--- src/rtl/muldiv_pkg.sv ---
// muldiv_pkg: shared encodings, FSM states and default sizes for the multiply/divide unit
package muldiv_pkg;
   localparam int DEF_WIDTH  = 16;
   localparam int DEF_REG_AW = 5;
   localparam logic OP_MUL = 1'b0;
   localparam logic OP_DIV = 1'b1;
   typedef enum logic [1:0] {IDLE, MUL, DIV, DONE} state_t;
endpackage

--- src/rtl/muldiv_step.sv ---
// muldiv_step: one combinational iteration, shift-add (MUL) or restoring subtract (DIV)
// Ports: acc = {high half, low half} working register; operand = multiplicand / divisor;
//   mode = OP_MUL or OP_DIV; next_acc = accumulator after this iteration.
module muldiv_step
   import muldiv_pkg::*;
#(
   parameter int WIDTH = DEF_WIDTH
) (
   input  logic [2*WIDTH-1:0] acc,
   input  logic [WIDTH-1:0]   operand,
   input  logic               mode,
   output logic [2*WIDTH-1:0] next_acc
);
   logic [WIDTH:0] sum, shifted, diff;
   // MUL: low half holds the multiplier, consumed LSB first; carry shifts into the high half
   assign sum = {1'b0, acc[2*WIDTH-1:WIDTH]} + (acc[0] ? {1'b0, operand} : '0);
   // DIV: low half holds the dividend, shifted MSB first into the remainder; quotient bits fill in from the right
   assign shifted = {acc[2*WIDTH-1:WIDTH], acc[WIDTH-1]};
   assign diff = shifted - {1'b0, operand};
   assign next_acc = mode == OP_DIV
      ? {diff[WIDTH] ? shifted[WIDTH-1:0] : diff[WIDTH-1:0], acc[WIDTH-2:0], ~diff[WIDTH]}
      : {sum, acc[WIDTH-1:1]};
endmodule

--- src/rtl/muldiv_unit.sv ---
// muldiv_unit: sequential multiply/divide unit driving register file write-back and R0
// Ports: clk; reset (async, active-high); start/op/op_a/op_b/dest_in launch an operation from IDLE;
//   busy, done, div_zero status; result_lo -> write_data, dest_out -> write_reg, result_hi -> R0;
//   reg_write and write_r0 mirror done. Define MULDIV_SIGNED_EN for two's-complement operands.
module muldiv_unit
   import muldiv_pkg::*;
#(
   parameter int WIDTH  = DEF_WIDTH,
   parameter int REG_AW = DEF_REG_AW
) (
   input  logic              clk,
   input  logic              reset,
   input  logic              start,
   input  logic              op,
   input  logic [WIDTH-1:0]  op_a,
   input  logic [WIDTH-1:0]  op_b,
   input  logic [REG_AW-1:0] dest_in,
   output logic              busy,
   output logic              done,
   output logic [WIDTH-1:0]  result_lo,
   output logic [WIDTH-1:0]  result_hi,
   output logic [REG_AW-1:0] dest_out,
   output logic              reg_write,
   output logic              write_r0,
   output logic              div_zero
);
   localparam int CW = $clog2(WIDTH) + 1;
   localparam logic [CW-1:0] LAST = CW'(WIDTH - 1);
   state_t state;
   logic [CW-1:0] cnt;
   logic [2*WIDTH-1:0] acc, next_acc, fin;
   logic [WIDTH-1:0] b_reg, a_mag, b_mag;
   logic [REG_AW-1:0] dest_q;
   logic op_reg, zero_div;
   assign zero_div = op == OP_DIV && op_b == '0;
   assign busy = state != IDLE;
   assign reg_write = done;
   assign write_r0 = done;
`ifdef MULDIV_SIGNED_EN
   logic neg_q, neg_r;
   // iterate on magnitudes; -2^(W-1) maps to itself, which is the correct unsigned magnitude
   assign a_mag = op_a[WIDTH-1] ? -op_a : op_a;
   assign b_mag = op_b[WIDTH-1] ? -op_b : op_b;
   assign fin = op_reg == OP_MUL ? (neg_q ? -next_acc : next_acc)
      : {neg_r ? -next_acc[2*WIDTH-1:WIDTH] : next_acc[2*WIDTH-1:WIDTH],
         neg_q ? -next_acc[WIDTH-1:0] : next_acc[WIDTH-1:0]};
   always_ff @(posedge clk or posedge reset)
      if (reset) begin
         neg_q <= 1'b0;
         neg_r <= 1'b0;
      end else if (state == IDLE && start) begin
         neg_q <= op_a[WIDTH-1] ^ op_b[WIDTH-1];
         neg_r <= op_a[WIDTH-1];
      end
`else
   assign a_mag = op_a;
   assign b_mag = op_b;
   assign fin = next_acc;
`endif
   muldiv_step #(.WIDTH(WIDTH)) u_step (
      .acc(acc),
      .operand(b_reg),
      .mode(op_reg),
      .next_acc(next_acc)
   );
   always_ff @(posedge clk or posedge reset)
      if (reset) begin
         state <= IDLE;
         cnt <= '0;
         acc <= '0;
         b_reg <= '0;
         op_reg <= OP_MUL;
         dest_q <= '0;
         dest_out <= '0;
         result_lo <= '0;
         result_hi <= '0;
         done <= 1'b0;
         div_zero <= 1'b0;
      end else
         case (state)
            IDLE:
               if (start) begin
                  op_reg <= op;
                  b_reg <= b_mag;
                  dest_q <= dest_in;
                  cnt <= '0;
                  acc <= {{WIDTH{1'b0}}, a_mag};
                  div_zero <= zero_div;
                  // divide by zero skips iteration and reports raw dividend as remainder
                  if (zero_div) begin
                     state <= DONE;
                     done <= 1'b1;
                     result_lo <= '1;
                     result_hi <= op_a;
                     dest_out <= dest_in;
                  end else
                     state <= op == OP_MUL ? MUL : DIV;
               end
            MUL, DIV: begin
               acc <= next_acc;
               cnt <= cnt + 1'b1;
               if (cnt == LAST) begin
                  state <= DONE;
                  done <= 1'b1;
                  result_lo <= fin[WIDTH-1:0];
                  result_hi <= fin[2*WIDTH-1:WIDTH];
                  dest_out <= dest_q;
               end
            end
            DONE: begin
               state <= IDLE;
               done <= 1'b0;
            end
            default: state <= IDLE;
         endcase
endmodule
--- config.mk ---
export PLATFORM = sky130hd
export DESIGN_NAME = muldiv_unit
export DESIGN_NICKNAME = d
export VERILOG_FILES = /design/src/rtl/muldiv_pkg.sv /design/src/rtl/muldiv_step.sv /design/src/rtl/muldiv_unit.sv
export SDC_FILE = /design/constraint.sdc
export NUM_CORES = 1
export LEC_CHECK = 0
export CAP_MARGIN = 20
export CORE_MARGIN = 5
export CORE_UTILIZATION = 61
export DETAILED_ROUTE_END_ITERATION = 7
export PLACE_DENSITY = 0.87
export SLEW_MARGIN = 10
export SYNTH_ARGS = -nofsm -noshare
export SYNTH_HDL_FRONTEND = slang
export SYNTH_SLANG_ARGS = --single-unit
--- constraint.sdc ---
create_clock -name clk -period 10.08 [get_ports clk]
set_input_delay 2.016 -clock clk [delete_from_list [all_inputs] [get_ports clk]]
set_output_delay 2.016 -clock clk [all_outputs]
set_load 0.02 [all_outputs]
## Word level (Yosys, flattened, before mapping)

Cells that the tools add are included.

- Flip-flop bits (word level): 100
- Bits of input ports: 41
- Output and inout bits: 42
- Logic and storage cells: 61

- Add/sub/neg operators: 3
- Equal/unequal tests: 7
- Mux-type cells: 28
- Bitwise logic cells: 1
- Reduce and logical (&&, ||, !) cells: 11

Operators with widths:

| kind | number |
|---|---|
| 16-bit two-way mux | 8 |
| 32-bit two-way mux | 2 |
| 16-bit one-hot mux with 2 select lines | 2 |
| 32-bit one-hot mux with 2 select lines | 1 |
| 5-bit two-way mux | 4 |
| 5-bit one-hot mux with 2 select lines | 2 |
| 16-bit by 17-bit adder with 17-bit output | 1 |
| 17-bit by 16-bit subtractor with 17-bit output | 1 |
| 16-bit logical NOT | 1 |
| 2-bit two-way mux | 4 |
| 2-bit inequality test (second input constant) | 3 |
| 2-bit one-hot mux with 3 select lines | 1 |
| 2-bit AND reduction | 3 |
| 5-bit by 1-bit adder with 5-bit output (second input constant) | 1 |
| 5-bit by 4-bit == test with 1-bit output (second input constant) | 1 |
| 2-bit == test (second input constant) | 2 |
| 4-bit AND reduction | 1 |
| 2-bit nonzero test | 2 |
| 1-bit two-way mux | 3 |
| 1-bit one-hot mux with 3 select lines | 1 |
| 3-bit AND reduction | 1 |
| 2-bit by 1-bit == test with 1-bit output (second input constant) | 1 |
| 2-bit logical NOT | 1 |
| 2-bit OR reduction | 1 |
| 2 further kinds | 2 |

## Logic depth before layout (Yosys ltp)

- Word-level depth: 5
- Depth in mapped cells: 12
- Depth with buffers taken out: 11

## Modules after synthesis

From an unflattened synthesis, not the netlist that was laid out.

- Cells, all modules: 640
- Area, all modules: 6449.9 µm²

By module, submodules not included:

| module | instances | cells each | area an instance (µm²) | seq. area each (µm²) |
|---|---|---|---|---|
| muldiv_unit | 1 | 356 | 4350.4 | 2502.4 |
| muldiv_step | 1 | 284 | 2099.5 | 0.0 |

## Worst setup path after synthesis

Ideal clock, no wire load.

- Path type: input port to flip-flop
- From: input port op_b[11]
- To: register result_lo[10]
- Setup time: 141 ps
- Arrival: 3477 ps
- Data required time: 9939 ps
- Setup slack: 6462 ps
- Stages: 6
- Path buffers: 1
- Cells stage by stage: nor4_1 and4_1 nand2_1 a211oi_2 clkbuf_1 a31oi_1

- Cells in the longest elaborated chain, start to end: 4

Ends and longest elaborated chain:

| element | RTL line | RTL |
|---|---|---|
| start, declared | muldiv_unit.sv:16 | `input logic [WIDTH-1:0] op_b,` |
| 16-bit logical NOT | muldiv_unit.sv:35 | `assign zero_div = op == OP_DIV && op_b == '0;` |
| 1-bit logical AND | muldiv_unit.sv:35 |  |
| 2-bit inequality test (no source line) | n/a |  |
| 4-bit AND reduction (no source line) | n/a |  |
| end signal, assigned | muldiv_unit.sv:105 | `result_lo <= fin[WIDTH-1:0];` |
| end, declared | muldiv_unit.sv:20 | `output logic [WIDTH-1:0] result_lo,` |

No other way between the ends.
A chain may end at the register's enable or synchronous reset.

## Worst setup path in the final report

- From: input port op_b[11]
- To: register result_hi[11]

- Cells in the longest elaborated chain, start to end: 4

Ends and longest elaborated chain:

| element | RTL line | RTL |
|---|---|---|
| 16-bit logical NOT | muldiv_unit.sv:35 |  |
| 1-bit logical AND | muldiv_unit.sv:35 |  |
| 2-bit inequality test (no source line) | n/a |  |
| 4-bit AND reduction (no source line) | n/a |  |
| end signal, assigned | muldiv_unit.sv:94 | `result_hi <= op_a;` |
| end signal, assigned | muldiv_unit.sv:106 | `result_hi <= fin[2*WIDTH-1:WIDTH];` |
| end, declared | muldiv_unit.sv:21 | `output logic [WIDTH-1:0] result_hi,` |

No other way between the ends.

==> results.sh <==
export IMPL_status="finished clean"
export IMPL_syn_nets=801
export IMPL_synth_main_ff_cell="dfrtp_1"
export IMPL_clkSinkCount=100
export IMPL_timing_slew_headroom_pct=30.2
export IMPL_start_util_pct=61.5
export IMPL_rsz0062_at_grt="no"
export IMPL_portBuffers=82
export IMPL_top_register="acc"
export IMPL_via_count=6003
export IMPL_cts_buffers=9
export IMPL_fin_skew_ns=0.0119
export IMPL_cts_setup_buffers=0
export IMPL_slowest_stage="nor4_1"
export IMPL_largest_register_ffs=32
export IMPL_clock_latency_ns=0.39
export IMPL_crit_family="simple AND/OR/NAND/NOR gates"
export IMPL_fin_crit_ns=4.39
export IMPL_utilization_pct=71.9
export IMPL_critPathCaptureType="register"
export IMPL_hold_ws_ns=0.494
export IMPL_path_depth=9
export IMPL_cts_hold_repair_buffers=0
export IMPL_report_final_hold_viol_count=0
export IMPL_nets=865
export IMPL_die_x_um=114
export IMPL_timing_final_max_slew_violations=0
export IMPL_crit_path_frequent_cell="nand2_1"
export IMPL_grt_max_degree=70
export IMPL_hold_depth=2
export IMPL_clk_path_buf_depth=2
export IMPL_worst_pin_slew_ns=1.04
export IMPL_antenna_cells=0
export IMPL_root_buffer="clkbuf_8"
export IMPL_antenna_found_initial=0
export IMPL_synth_area_sq_mm=0.00658
export IMPL_critical_path_class="primary input to register"
export IMPL_cp_cell_sequence="clkdlybuf4s50_1 -> nor4_1 -> and4_1 -> nand2_1 -> a211oi_4 -> buf_4 -> nand2_1 -> o31ai_1 -> a31o_1"
export IMPL_drv_cap=0
export IMPL_dp_final_hpwl_um=13700
export IMPL_drt_iter0_markers=599
export IMPL_rows=38
export IMPL_start_kind="primary input"
export IMPL_avgViaCountPerCell=6.45
export IMPL_cpPeakStageDelay_ns=0.43
export IMPL_gp_congestion=0.911
export IMPL_firstDrtPassIters=6
export IMPL_fill_cells=821
export IMPL_worstPathMaxFanout=44
export IMPL_cts_max_level=3
export IMPL_setup_viol_count_final=0
export IMPL_synth_cells=721
export IMPL_grt_ovfl_total=0
export IMPL_area_growth_pct=16.9
export IMPL_hold_path_class="register to register"
export IMPL_worstPathRequired_ns=10.41
export IMPL_pre_cts_ws_ns=5.32
export IMPL_yosys_warnings=0
export IMPL_synth_edf_count=0
export IMPL_ys_ff_latch=100
export IMPL_track_usage_pct=28.8
export IMPL_grt_pass1_vias=5869
export IMPL_die_area_sq_mm=0.0130
export IMPL_ctsResizeCount=0
export IMPL_finalCritPeriodShare_pct=43.5
export IMPL_drc=0
export IMPL_clk_pin_slew_ns=0.11
export IMPL_grt_pass1_wl_um=29900
export IMPL_syn_area_per_cell_sq_um=9.12
export IMPL_timing_final_ws_setup_ns=5.69
export IMPL_synth_async_reset_ratio_pct=100
export IMPL_drive_gt1_share_pct=8.86
export IMPL_multi_input_area_sq_mm=0.00381
export IMPL_cp_buffers_inverters=2
export IMPL_max_freq_ghz=0.228
export IMPL_core_area_sq_mm=0.0107
export IMPL_ys_seq_area_share_pct=38.1
export IMPL_pin_count=83
export IMPL_rr_worst_depth=11
export IMPL_fin_setup_tns_ns=0
export IMPL_wl_per_cell_um=19.8
export IMPL_worst_endpoint_arrival_ns=4.72
export IMPL_routed_wl_um=18400
export IMPL_postRouteAntennaNets=0
export IMPL_cts_tree="built"
export IMPL_seqCellArea_sq_mm=0.00250
export IMPL_ys_types=72
export IMPL_chipHeight_um=114
## final cells by class
| class | instances | share of cell area, % |
|---|---|---|
| tap | 140 | 2.28 |
| multi-input combinational | 555 | 49.6 |
| clock buffer | 10 | 1.79 |
| inverter | 29 | 1.45 |
| clock inverter | 6 | 0.862 |
| sequential | 100 | 32.6 |
| timing repair buffer | 90 | 11.5 |
## per-stage QoR
stage	area [sq um]	instances
final	7690	930
after global routing	7690	930
after CTS	7690	930
after detailed placement	7480	914
after global placement	7480	914
after floorplan	6580	721
## Yosys cell counts (5+ instances only)
library cell / number / area, sq um
dfrtp_1: 100 / 2500
nand2_1: 77 / 289
o21ai_0: 58 / 290
a21oi_1: 44 / 220
nor2_1: 41 / 154
ha_1: 37 / 463
a31oi_1: 30 / 188
inv_1: 27 / 101
clkbuf_1: 24 / 90.1
mux2i_1: 23 / 230
mux2_2: 22 / 248
and2_1: 19 / 119
xnor2_1: 16 / 140
a21o_1: 14 / 105
o22ai_1: 14 / 87.6
o211ai_1: 13 / 97.6
and3_1: 12 / 75.1
nand3_1: 10 / 50.1
o21ai_1: 10 / 50.1
buf_2: 8 / 40.0
nor3_1: 8 / 40.0
xor2_1: 8 / 70.1
o31ai_1: 7 / 52.6
a22oi_1: 6 / 45.0
a211oi_1: 5 / 37.5
o22a_1: 5 / 43.8
## cell usage in the layout (no fill, tap or decap), drive strengths merged, types with 4 or more instances in the layout
master,netlist,final
dfrtp,100,100
clkdlybuf4s50,0,82
nand2,78,78
o21ai,69,69
a21oi,46,46
nor2,43,43
ha,37,37
inv,27,31
a31oi,30,30
mux2,24,24
mux2i,23,23
and2,19,19
xnor2,16,16
a21o,14,14
o22ai,14,14
o211ai,14,14
and3,12,12
nand3,11,11
clkbuf,24,10
nor3,9,9
xor2,8,8
buf,13,8
a211oi,8,8
o31ai,7,7
a22oi,6,6
o22a,5,5
nor4,4,4
nor2b,4,4
nand2b,4,4
a311oi,4,4
a31o,4,4
## metal layers
layer  vias up  global-route usage, %  share of wire [%]
met5         -                      0                  0
met4         0                   12.5                3.4
met3        59                   4.46                8.1
met2       327                   48.1                 48
met1      2828                   37.2                 40
li1       2789                      -                  -
## worst reg2reg max path, cell delays in order (launching register included)
cell,delay [ns]
dfrtp_1,0.46
inv_1,0.14
ha_1,0.17
inv_1,0.05
fa_1,0.42
a211oi_2,0.25
o211ai_2,0.19
nand3_2,0.14
mux2i_1,0.79
nand2_1,0.42
a311oi_2,0.41
a221oi_1,0.15
## final timing paths
kind                       startpoint       endpoint  slack, ns
max                          op_b[11]  result_hi[11]       5.69
min                            cnt[4]         cnt[4]       0.49
max reg2reg                   acc[15]  result_hi[14]       6.35
min reg2reg                    cnt[4]         cnt[4]       0.49
max in group asynchronous       reset         op_reg       6.85
min in group asynchronous       reset    dest_out[3]       1.97
## kinds of logic after synthesis
kind of cell / Yosys count / synth area share (%)
AOI/OAI and AO/OA: 252 / 25.5
xor gates and xnor gates: 24 / 3.20
adders and majority gates: 39 / 7.65
buffers and inverters: 66 / 4.15
DFF: 100 / 38.1
muxes: 47 / 7.67
and+or+nand+nor: 193 / 13.8
Power is left out: the tool's default activity adds up to more than one toggle a clock period on the data nets, which glitch-free logic cannot reach.
